[config.mk]
export PLATFORM = sky130hd
export DESIGN_NAME = gticc_link_ctrl
export DESIGN_NICKNAME = d
export VERILOG_FILES = /design/src/rtl/gticc_link_ctrl.sv
export SDC_FILE = /design/constraint.sdc
export NUM_CORES = 1
export LEC_CHECK = 0
export ABC_AREA = 1
export BUFFER_PORTS_ARGS = -buffer_cell sky130_fd_sc_hd__buf_4
export CAP_MARGIN = 0
export CORE_MARGIN = 1
export CORE_UTILIZATION = 25
export DETAILED_ROUTE_END_ITERATION = 10
export PLACE_DENSITY = 0.51
export SLEW_MARGIN = 15
export SYNTH_ARGS = -nofsm -noshare
export SYNTH_HDL_FRONTEND = slang
export SYNTH_SLANG_ARGS = --single-unit
[constraint.sdc]
create_clock -name clk -period 4.8 [get_ports clk]
set_input_delay 0.72 -clock clk [delete_from_list [all_inputs] [get_ports clk]]
set_output_delay 0.72 -clock clk [all_outputs]
set_load 0.01 [all_outputs]
[src/rtl/gticc_link_ctrl.sv]
// Link bring-up and supervision controller for one 8b/10b GTX lane.
// Sequences the lane reset, qualifies alignment on a run of clean K28.5
// idle words, supervises the running link for word errors and retrains
// with a bounded number of retries.
module gticc_link_ctrl #(
  parameter int unsigned RESET_LEN     = 16,
  parameter int unsigned DONE_TIMEOUT  = 100000,
  parameter int unsigned LOCK_GOOD     = 64,
  parameter int unsigned ALIGN_TIMEOUT = 100000,
  parameter int unsigned ERR_WINDOW    = 1024,
  parameter int unsigned ERR_MAX       = 8,
  parameter int unsigned MAX_RETRY     = 7
) (
  input  logic        clk,
  input  logic        reset,
  input  logic        enable,
  input  logic        gt_resetdone,
  output logic        gt_reset,
  output logic        gt_readyforreset,
  input  logic [31:0] rxdata,
  input  logic [3:0]  rxcharisk,
  input  logic [31:0] user_txdata,
  input  logic [3:0]  user_txcharisk,
  output logic [31:0] txdata,
  output logic [3:0]  txcharisk,
  output logic        link_up,
  output logic        fail,
  output logic [2:0]  state,
  output logic [7:0]  retry_cnt,
  output logic [15:0] err_total
);

  localparam int unsigned TMR_W  = 24;
  localparam int unsigned CNT_W  = 16;
  localparam int unsigned BYTE_W = 8;
  localparam int unsigned DATA_W = 32;
  localparam int unsigned K_W    = 4;

  localparam logic [DATA_W-1:0] IDLE_WORD = 32'h0000_00BC;
  localparam logic [K_W-1:0]    IDLE_K    = 4'b0001;

  typedef enum logic [2:0] {
    S_IDLE  = 3'd0,
    S_RESET = 3'd1,
    S_WAIT  = 3'd2,
    S_ALIGN = 3'd3,
    S_UP    = 3'd4,
    S_FAIL  = 3'd5
  } state_e;

  state_e              state_q, state_d;
  logic [TMR_W-1:0]    timer_q, timer_d;
  logic [CNT_W-1:0]    lock_q, lock_d;
  logic [BYTE_W-1:0]   win_err_q, win_err_d;
  logic [BYTE_W-1:0]   retry_q, retry_d;
  logic [CNT_W-1:0]    err_tot_q, err_tot_d;
  logic                gt_reset_q, rdy_q, link_up_q, fail_q;
  logic [DATA_W-1:0]   txdata_q;
  logic [K_W-1:0]      txk_q;

  logic                is_idle, is_err, win_wrap, fail_ev;
  logic [BYTE_W-1:0]   win_err_nx;

  // Classify the received word and compute the error count for this cycle.
  assign is_idle    = (rxcharisk == IDLE_K) && (rxdata == IDLE_WORD);
  assign is_err     = ((rxcharisk != 4'b0000) && (rxcharisk != IDLE_K)) ||
                      ((rxcharisk == IDLE_K) && (rxdata[7:0] != 8'hBC));
  assign win_wrap   = (timer_q == TMR_W'(ERR_WINDOW - 1));
  // An error on the wrap cycle is the first error of the new window.
  assign win_err_nx = win_wrap ? BYTE_W'(is_err) : (win_err_q + BYTE_W'(is_err));

  // Next-state, timers and counters; enable=0 overrides everything.
  always_comb begin
    state_d   = state_q;
    timer_d   = timer_q;
    lock_d    = lock_q;
    win_err_d = win_err_q;
    retry_d   = retry_q;
    err_tot_d = err_tot_q;
    fail_ev   = 1'b0;

    case (state_q)
      S_IDLE: begin
        timer_d = '0;
        if (enable) state_d = S_RESET;
      end
      S_RESET: begin
        if (timer_q == TMR_W'(RESET_LEN - 1)) begin
          state_d = S_WAIT;
          timer_d = '0;
        end else begin
          timer_d = timer_q + TMR_W'(1);
        end
      end
      S_WAIT: begin
        if (gt_resetdone) begin
          state_d = S_ALIGN;
          timer_d = '0;
          lock_d  = '0;
        end else if (timer_q == TMR_W'(DONE_TIMEOUT - 1)) begin
          fail_ev = 1'b1;
        end else begin
          timer_d = timer_q + TMR_W'(1);
        end
      end
      S_ALIGN: begin
        timer_d = timer_q + TMR_W'(1);
        lock_d  = is_idle ? (lock_q + CNT_W'(1)) : '0;
        if (!gt_resetdone || (timer_q == TMR_W'(ALIGN_TIMEOUT - 1))) begin
          fail_ev = 1'b1;
        end else if (is_idle && (lock_q == CNT_W'(LOCK_GOOD - 1))) begin
          state_d   = S_UP;
          timer_d   = '0;
          win_err_d = '0;
          retry_d   = '0;
        end
      end
      S_UP: begin
        timer_d   = win_wrap ? '0 : (timer_q + TMR_W'(1));
        win_err_d = win_err_nx;
        if (is_err && (err_tot_q != 16'hFFFF)) err_tot_d = err_tot_q + CNT_W'(1);
        if (!gt_resetdone || (win_err_nx == BYTE_W'(ERR_MAX))) fail_ev = 1'b1;
      end
      S_FAIL: begin
        timer_d = '0;
      end
      default: state_d = S_IDLE;
    endcase

    if (fail_ev) begin
      timer_d   = '0;
      lock_d    = '0;
      win_err_d = '0;
      if (retry_q == BYTE_W'(MAX_RETRY)) begin
        state_d = S_FAIL;
      end else begin
        retry_d = retry_q + BYTE_W'(1);
        state_d = S_RESET;
      end
    end

    if (!enable) begin
      state_d   = S_IDLE;
      timer_d   = '0;
      lock_d    = '0;
      win_err_d = '0;
      retry_d   = '0;
    end
  end

  // State, counters and registered outputs.
  always_ff @(posedge clk or posedge reset) begin
    if (reset) begin
      state_q    <= S_IDLE;
      timer_q    <= '0;
      lock_q     <= '0;
      win_err_q  <= '0;
      retry_q    <= '0;
      err_tot_q  <= '0;
      gt_reset_q <= 1'b0;
      rdy_q      <= 1'b0;
      link_up_q  <= 1'b0;
      fail_q     <= 1'b0;
      txdata_q   <= IDLE_WORD;
      txk_q      <= IDLE_K;
    end else begin
      state_q    <= state_d;
      timer_q    <= timer_d;
      lock_q     <= lock_d;
      win_err_q  <= win_err_d;
      retry_q    <= retry_d;
      err_tot_q  <= err_tot_d;
      gt_reset_q <= (state_d == S_RESET);
      rdy_q      <= (state_d != S_IDLE) && (state_d != S_FAIL);
      link_up_q  <= (state_d == S_UP);
      fail_q     <= (state_d == S_FAIL);
      txdata_q   <= (state_q == S_UP) ? user_txdata    : IDLE_WORD;
      txk_q      <= (state_q == S_UP) ? user_txcharisk : IDLE_K;
    end
  end

  assign state            = 3'(state_q);
  assign gt_reset         = gt_reset_q;
  assign gt_readyforreset = rdy_q;
  assign link_up          = link_up_q;
  assign fail             = fail_q;
  assign retry_cnt        = retry_q;
  assign err_total        = err_tot_q;
  assign txdata           = txdata_q;
  assign txcharisk        = txk_q;

endmodule

# After elaboration in Yosys (flattened, before gate mapping)

Index checks and enable logic that the tools add are counted.

Flip-flop bits (word level): 115
Word-level logic and storage cells: 104

Add/subtract/negate cells: 5
Equal/unequal tests: 27
Muxes and demuxes: 41
Reductions and logical operators: 19

Operators by type and width:

| operator                | number |
|---|---|
| $mux W24                | 8 |
| $pmux W24 S5            | 1 |
| $mux W8                 | 11 |
| $mux W16                | 4 |
| $add A16 B1 Y16 const B | 2 |
| $eq A32 B8 Y1 const B   | 1 |
| $mux W32                | 1 |
| $pmux W16 S2            | 1 |
| $add A24 B1 Y24 const B | 1 |
| $eq A24 B10 Y1 const B  | 1 |
| $eq A24 B17 Y1 const B  | 1 |
| $eq A24 B4 Y1 const B   | 1 |
| $mux W3                 | 7 |
| $eq A16 B6 Y1 const B   | 1 |
| $ne A16 B16 Y1 const B  | 1 |
| $pmux W8 S2             | 1 |
| $pmux W3 S5             | 1 |
| $eq A3 B3 Y1 const B    | 4 |
| $ne A4 B1 Y1 const B    | 3 |
| $ne A4 B4 Y1 const B    | 3 |
| $add A8 B1 Y8           | 1 |
| $add A8 B1 Y8 const B   | 1 |
| $eq A8 B3 Y1 const B    | 1 |
| $eq A8 B4 Y1 const B    | 1 |
| 19 further kinds        | 34 |

# Longest topological paths before layout

Gate-level depths: netlist of run 1.

Depth after elaboration: 13
Gate-level depth with buffers: 26

# Worst setup path after synthesis of run 1

Ideal clock, no wire load.

Path kind: input port to flip-flop
Start: input port rxcharisk[1]
End: register timer_q[10]
Setup time: 0.124 ns
Arrival: 2.807 ns
Data required time: 4.676 ns
Setup slack: 1.868 ns
Stages: 22
Buffers on the path: 1
Path through: inv_1 -> nand2_1 -> nor3_1 -> nand2_1 -> nand2_1 -> inv_1 -> ha_1 -> ha_1 -> nand2_1 -> nor2_1 -> nand2_1 -> xor2_1 -> nand2_1 -> nor2_1 -> nand3_2 -> nand2_4 -> nand2_4 -> nand2_4 -> nor2_4 -> o21ai_4 -> buf_12 -> nor2_4

Longest elaborated chain between the ends: 11

RTL lines:

| what                                                                  | line   | source |
|---|---|---|
| start: declaration                                                    | 21     | `input logic [3:0] rxcharisk,` |
| $ne A4 B1 Y1 (tied with other cells)                                  | 66     | `assign is_err = ((rxcharisk != 4'b0000) && (rxcharisk != IDLE_K)) \|\|` |
| $logic_and A1 B1 Y1, on equally long branches                         | 66, 67 |  |
| $logic_or A1 B1 Y1                                                    | 66     |  |
| $add A8 B1 Y8                                                         | 70     | `assign win_err_nx = win_wrap ? BYTE_W'(is_err) : (win_err_q + BYTE_W'(is_err));` |
| $mux W8                                                               | 70     |  |
| $eq A8 B4 Y1                                                          | 122    | `if (!gt_resetdone \|\| (win_err_nx == BYTE_W'(ERR_MAX))) fail_ev = 1'b1;` |
| $logic_or A1 B1 Y1                                                    | 122    |  |
| $mux W1                                                               | 122    |  |
| $pmux W1 S3                                                           | 82     | `case (state_q)` |
| $ne A7 B2 Y1 (no source line) (tied with other cells)                 | -      |  |
| $reduce_and A2 Y1 (no source line) / $mux W24 (equally long branches) | -      |  |
| end signal: assignment                                                | 168    | `timer_q <= timer_d;` |
| end: declaration                                                      | 52     | `logic [TMR_W-1:0] timer_q, timer_d;` |

Several ways; a longest one is shown, not always the timed one.
A chain may end at the register's enable or synchronous reset.

# Final worst setup path of run 1

Start: input port rxdata[1]
End: register timer_q[23]

Longest elaborated chain between the ends: 11

RTL lines:

| what                                                                  | line | source |
|---|---|---|
| start: declaration                                                    | 20   | `input logic [31:0] rxdata,` |
| $ne A8 B8 Y1                                                          | 67   | `((rxcharisk == IDLE_K) && (rxdata[7:0] != 8'hBC));` |
| $logic_and A1 B1 Y1                                                   | 67   |  |
| $logic_or A1 B1 Y1                                                    | 66   |  |
| $add A8 B1 Y8                                                         | 70   |  |
| $mux W8                                                               | 70   |  |
| $eq A8 B4 Y1                                                          | 122  |  |
| $logic_or A1 B1 Y1                                                    | 122  |  |
| $mux W1                                                               | 122  |  |
| $pmux W1 S3                                                           | 82   |  |
| $ne A7 B2 Y1 (no source line) (tied with other cells)                 | -    |  |
| $reduce_and A2 Y1 (no source line) / $mux W24 (equally long branches) | -    |  |

Several ways; a longest one is shown, not always the timed one.

==> key figures, run 1 <==
Cells and area
  – Nets@finish: 1,043
  – Layout area overhead: 32.2%
  – Share of layout cells above drive strength 1: 24.8%
  – Fillcell total: 2,691
  – Final instance area: 8460 sq um
  – Commonest non-fill, non-tap cells in the layout: 147 x nand2_1, 146 x buf_4, 125 x nor2_1, 120 x inv_1, 109 x dfrtp_1
  – Commonest non-fill, non-tap cell in the layout: nand2_1
  – Antenna Cells: 0

Placed design
  – GP Congestion: 0.798
  – DP HPWL: 12.3 mm
  – IO Port Bufs: 142
  – Cell Area, Placed: 7810 sq um

Clocking
  – CTS tree: built
  – CTS root buffer: clkbuf_16
  – Worst-skew pair later-pin latency: 0.42 ns
  – Inserted Clock Buffers: 17
  – Resized cells post-CTS: 0
  – CTS H-tree lvls: 4
  – CTS Hold Bufs: 0
  – Longest Clk Path Bufs: 2
  – Post-CTS Setup Inserts: 0
  – Clk pin slew, worst setup/hold paths: 0.06 ns
  – Clock sinks: 115

Route
  – Antenna viol nets, final: 0
  – Residual DRC count: 0
  – Vias per std cell: 4.33
  – Routed WL: 16.5 mm
  – Vias: 5,640
  – Drt wl/cell: 12.6 um
  – 1st-pass router iterations: 5
  – Initial DRC Count: 354

Synthesis
  – Gate Count Post-Synth: 809
  – Largest family of logic cells by synthesized area: simple AND/OR/NAND/NOR gates
  – Unique masters post-synth: 43
  – Xor/xnor cell area share of the yosys netlist: 5.48%
  – Syn nets: 891
  – Post-synthesis simple-gate area fraction: 33.1%
  – Top FF cell, synth: dfrtp_1
  – Adder-cell share of the synthesized area: 1.17%
  – Warnings, synthesis: 0
  – Syn_area_per_cell: 7.90 sq um
  – Post-synthesis mux area share: 0%
  – Synth Cell Area: 6390 sq um
  – Synth Area in Compound Gates: 6.10%
  – Post-synthesis register bit count: 115
  – Post-synth ARST share: 100%
  – Post-synth EDFFs: 0
  – Post-synthesis sequential area ratio: 45.1%

GRT
  – Vias in the first global route: 5,614
  – Largest net degree at the start of global routing: 63
  – First-pass GRT wire length: 28.0 mm
  – Antenna violations before repair: 0
  – GRT overflow: 0
  – GRT Resource Usage Total: 13.4%

Flow run
  – Maxcap violations: 0

Worst setup path
  – CP bufs+invs: 2
  – WS Path Type: input port to register
  – Crit. Startpoint: rxdata[1]
  – FF-to-FF path depth: 13
  – Worst path required time: 5.06 ns
  – Top Family by Delay on Critical Path: simple AND/OR/NAND/NOR gates
  – CP Depth: 22
  – CP Cell Sequence: buf_4, nor2_1, nand3_1, nor2_1, nand2_1, nand2_1, inv_1, ha_1, ha_1, nand2_1, nor2_1, nand2_1, xor2_1, nand2_1, nor2_1, nand3_2, nand2_4, nand2_4, nand2_4, nor2_4, o21ai_4, nor2_1
  – Worst Path Arrival: 3.47 ns
  – Worst setup SP type: input port
  – Worst stage delay on the critical path: 0.35 ns
  – FF-to-FF Start: timer_q[0]
  – Crit. End Element: register
  – Worst-path maximum fanout: 17
  – Slowest-stage cell, CP: o21ai_4

Die
  – Die span in y: 162 um
  – # IOs: 143
  – Core Box Area: 25,100 sq um
  – Die area: 26,200 sq um
  – Die X: 162 um
  – Starting density of the core: 25.5%
  – Rows: 58

Pwr
  – Peak VDD IR: 234 uV
  – Pint: 1.93 mW
  – Combinational Power Share: 5.5%
  – Seq pwr share: 39.5%
  – Switching power total: 0.566 mW
  – PD cells: 295 nW/um^2
  – Pleak: 4.18 nW
  – Clock Power Share: 55.1%
  – Net Sw Frac: 22.7%

Run status
  – Status: finished, final reports clean

STA
  – Setup TNS Final: 0 ns
  – Slew headroom: 38.0%
  – RSZ-0062 raised after global routing: false
  – Fin Hold WS: 0.461 ns
  – Fmax achieved: 311 MHz
  – Final Critical Period: 3.21 ns
  – Final setup fails: 0
  – Fin crit share: 66.9%
  – Actual slew at the worst max-slew pin: 0.927 ns
  – Slew Viols, Final: 0
  – Worst Clk Skew: 0.0145 ns
  – Hold Vio Cnt, Final: 0

Min path
  – Worst min-delay path class: input port to async pin
[cells in the mapped netlist (3+ instances only)]
library cell    n  area share [%]
nand3b_1        6            0.70
nor2_1        125             7.3
inv_2           4            0.23
nand2_2        10            0.98
inv_1         121             7.1
nor2_4         16             2.8
nand3_1        58             4.5
nor3_1         22             1.7
buf_4           3            0.35
nand2_1       147             8.6
ha_1            6             1.2
xnor2_1        12             1.6
nor2_2          4            0.39
nand4_1        26             2.5
a32oi_1         3            0.41
o21ai_0        15             1.2
xor2_1         28             3.8
or2_2          12             1.2
nor4_1          6            0.59
clkbuf_1        6            0.35
dfrtp_1       109              43
a21oi_1        35             2.7
nand2_4         5            0.88
dfstp_2         6             2.5
[metal layers]
layer | wire length [um] | share of wire [%] | GRT usage, %
met1 | 7390 | 45 | 16.8
met2 | 7590 | 46 | 21.5
met3 | 1250 | 7.6 | 4.47
met4 | 240 | 1.5 | 4.93
met5 | 0 | 0 | 0
[worst paths after layout]
check	end	slack [ns]
max in group asynchronous	lock_q[7]	3.44
worst max register to register	timer_q[23]	2.03
worst min-delay path	txdata[21]	0.46
worst min register to register	err_total[11]	0.50
worst max-delay path	timer_q[23]	1.59
min in group clk	txdata[7]	0.49
[power groups by stage]
stage | combinational (mW) | clock, mW | sequential [mW]
after detailed placement | 0.140 | 0 | 1.00
after CTS | 0.141 | 1.41 | 0.985
final | 0.136 | 1.37 | 0.985
after global placement | 0.139 | 0 | 1.00
after global routing | 0.155 | 1.45 | 0.985
after floorplan | 0.0614 | 0 | 1.00
[area by class of cell]
class                           instances  area (sq um)  area share (%)
Multi-Input combinational cell        553          2940            34.7
Sequential cell                       115          2890            34.1
Timing Repair Buffer                  146          1100            13.0
Inverter                              128           484            5.73
Clock buffer                           18           439            5.19
Tap cell                              330           413            4.88
Clock inverter                         14           203            2.40
[flip-flops by register name, indices dropped and copies added (netlist names)]
register          flops
txcharisk             4
link_up               1
txdata               32
gt_readyforreset      1
gt_reset              1
lock_q               16
win_err_q             8
retry_cnt             8
timer_q              24
state                 3
fail                  1
err_total            16
[cell families after synthesis]
group                      Yosys count
buffers and inverters              141
and+or+nand+nor                    442
xor gates and xnor gates            40
AOI/OAI and AO/OA                   65
adders and majority gates            6
DFF                                115
[metrics by stage]
| step | worst slack (ns) | instances | util, % | power (mW) |
|---|---|---|---|---|
| 6_report | 1.59 | 1304 | 33.7 | 2.49 |
| 3_5_place_dp | 1.09 | 1272 | 31.1 | 1.14 |
| 2_1_floorplan | 1.05 | 809 | - | 1.06 |
| 4_1_cts | 1.54 | 1304 | 33.7 | 2.54 |
| 3_3_place_gp | 1.17 | 1272 | 31.1 | 1.14 |
| 5_1_grt | 1.21 | 1304 | 33.7 | 2.59 |
[worst reg2reg max path, cell delays in order, from the launching register on]
cell and delay [ns]:
dfrtp_1 0.41, ha_1 0.22, nand3_1 0.28, nor2_1 0.12, nand3_1 0.13, nand2_1 0.10, nor2_1 0.14, nand2_1 0.08
nand2_1 0.11, nand2_1 0.09, nand2_2 0.08, inv_2 0.05, o21ai_4 0.70, nor2_1 0.11
(Power assumes the default switching activity.)
==> inputs of run 2 (changes only) <==
- clock period: 4.8 -> 3.07 ns (I/O delays scaled with it)
==> key figures, run 2 (same netlist as run 1, synthesis figures left out) <==
Run status
  – Status: finished, final reports clean

Cells and area
  – Antenna Cells: 0 (unchanged)
  – Share of layout cells above drive strength 1: 25.7% (+0.84 points)
  – Commonest non-fill, non-tap cells in the layout: 157 x buf_4, 147 x nand2_1, 125 x nor2_1, 120 x inv_1, 109 x dfrtp_1
  – Non-filler instance count after layout: 1,319 (+1.2%)
  – Nets@finish: 1,058 (+1.4%)
  – Final instance area: 8520 sq um (+0.81%)
  – Max reg flops: 32 (unchanged)
  – Commonest non-fill, non-tap cell in the layout: buf_4
  – Layout area overhead: 33.3%

STA
  – Final Critical Period: 2.69 ns
  – Final setup fails: 0 (unchanged)
  – Slew headroom: 65.8% (+28 points)
  – Hold Vio Cnt, Final: 0 (unchanged)
  – Fmax achieved: 371 MHz
  – RSZ-0062 raised after global routing: false
  – Fin crit share: 87.8%
  – Slew Viols, Final: 0 (unchanged)
  – Actual slew at the worst max-slew pin: 0.511 ns (-0.415 ns)
  – Worst Clk Skew: 0.00746 ns (-0.00705 ns)

Die
  – Rows: 58 (unchanged)
  – Starting density of the core: 25.5% (unchanged)
  – Core Box Area: 25,100 sq um (unchanged)
  – # IOs: 143 (unchanged)
  – Die span in y: 162 um (unchanged)
  – Die area: 26,200 sq um (unchanged)
  – Die X: 162 um (unchanged)

Worst setup path
  – Worst reg2reg setup slack: 0.56 ns (-1.47 ns)
  – Worst setup SP type: input port
  – Worst Path Arrival: 2.99 ns (-0.48 ns)
  – WS Path Type: input port to register
  – Worst-path maximum fanout: 10 (-7)
  – Crit. End Element: register
  – Worst path required time: 3.36 ns (-1.70 ns)
  – FF-to-FF path depth: 14 (+1)

Route
  – 1st-pass router iterations: 6 (+1)
  – Routed WL: 16.6 mm (+0.61%)
  – Vias per std cell: 4.31 (-0.26%)
  – Antenna viol nets, final: 0 (unchanged)
  – Residual DRC count: 0 (unchanged)
  – Initial DRC Count: 284 (-20%)
  – Drt wl/cell: 12.6 um (-0.53%)
  – Vias: 5,690 (+0.89%)

GRT
  – First-pass GRT wire length: 28.1 mm (+0.17%)
  – Largest net degree at the start of global routing: 66 (+4.8%)
  – GRT Resource Usage Total: 13.4% (about the same)
  – GRT overflow: 0 (unchanged)
  – Vias in the first global route: 5,685 (+1.3%)
  – Antenna violations before repair: 0 (unchanged)

Flow run
  – Maxcap violations: 0 (unchanged)

Pwr
  – PD cells: 421 nW/um^2 (+43%)
  – Pleak: 4.23 nW (+1.2%)
  – Peak VDD IR: 378 uV (+62%)

Clocking
  – CTS H-tree lvls: 4 (unchanged)
  – Clk pin slew, worst setup/hold paths: 0.06 ns (about the same)
  – Worst-skew pair later-pin latency: 0.41 ns (about the same)
  – Longest Clk Path Bufs: 2 (unchanged)
  – Inserted Clock Buffers: 17 (unchanged)
  – CTS Hold Bufs: 0 (unchanged)
  – Resized cells post-CTS: 0 (unchanged)
  – Clock sinks: 115 (unchanged)
  – CTS tree: built
  – CTS root buffer: clkbuf_16
  – Post-CTS Setup Inserts: 0 (unchanged)

Placed design
  – Placed cells: 1,287 (+1.2%)
  – IO Port Bufs: 142 (unchanged)
  – DP HPWL: 12.4 mm (+1.4%)
  – Cell Area, Placed: 7980 sq um (+2.1%)
  – GP Congestion: 0.815 (+2.1%)

Min path
  – Worst min-delay path class: input port to async pin
## run 2: cell count changes in the layout (fill, tap and decap cells not counted), sizes merged
cell and change:
buf +15, clkbuf +6, bufinv -4, inv -4, clkinv +2
## run 2: per-stage QoR
stage	total power [mW]	setup WS (ns)	utilization (%)	hold WS [ns]	TNS, ns
after global routing	3.74	0.109	33.9	0.0965	0
final	3.59	0.376	33.9	0.0711	0
after detailed placement	1.80	-0.0849	31.8	0.507	-0.688
after global placement	1.80	-0.0366	31.8	0.494	-0.282
after floorplan	1.66	0.398	-	0.505	0
after CTS	3.65	0.347	33.9	0.0715	0
## run 2: power by group
part	internal (mW)	total [mW]	switching (mW)
clock network	1.11	1.82	0.703
logic	0.110	0.230	0.119
registers	1.53	1.54	0.0119
total	2.75	3.59	0.834
## run 2: worst paths after layout
kind	startpoint	endpoint
max in group asynchronous	reset	txdata[3]
worst max register to register	timer_q[0]	timer_q[3]
worst max-delay path	rxcharisk[1]	timer_q[3]
worst min-delay path	reset	txdata[16]
worst min register to register	err_total[11]	err_total[11]
min in group clk	user_txdata[7]	txdata[7]
## run 2: per-layer routing
layer | track usage (%) | vias up | part of all wire, %
met1 | 17.1 | 2646 | 46
li1 | - | 2898 | -
met4 | 3.95 | 0 | 1.3
met5 | 0 | - | 0
met2 | 21.7 | 130 | 46
met3 | 4.32 | 16 | 6.2
## run 2: critical path, cell delays in order
cell     delay, ns
buf_4         0.11
inv_1         0.06
nand2_1       0.05
nor3_1        0.22
nand2_1       0.09
nand2_1       0.14
inv_1         0.08
ha_1          0.20
ha_1          0.20
nand2_1       0.10
nor2_1        0.06
nand2_1       0.07
xor2_1        0.17
nand2_1       0.07
nor2_1        0.13
nand3_2       0.10
nand2_4       0.08
nand2_4       0.06
nand2_4       0.08
nor2_4        0.05
o21ai_4       0.18
buf_4         0.23
nor2_4        0.03
## run 2: cell type report
class                   instances  area [sq um]
multi-input cells             553          2940
inverters                     128           485
flip-flops and latches        115          2890
repair buffers                161          1260
fillers                      2699         16600
clock buffers                  24           492
well taps                     330           413
clock inverters                 8          55.1
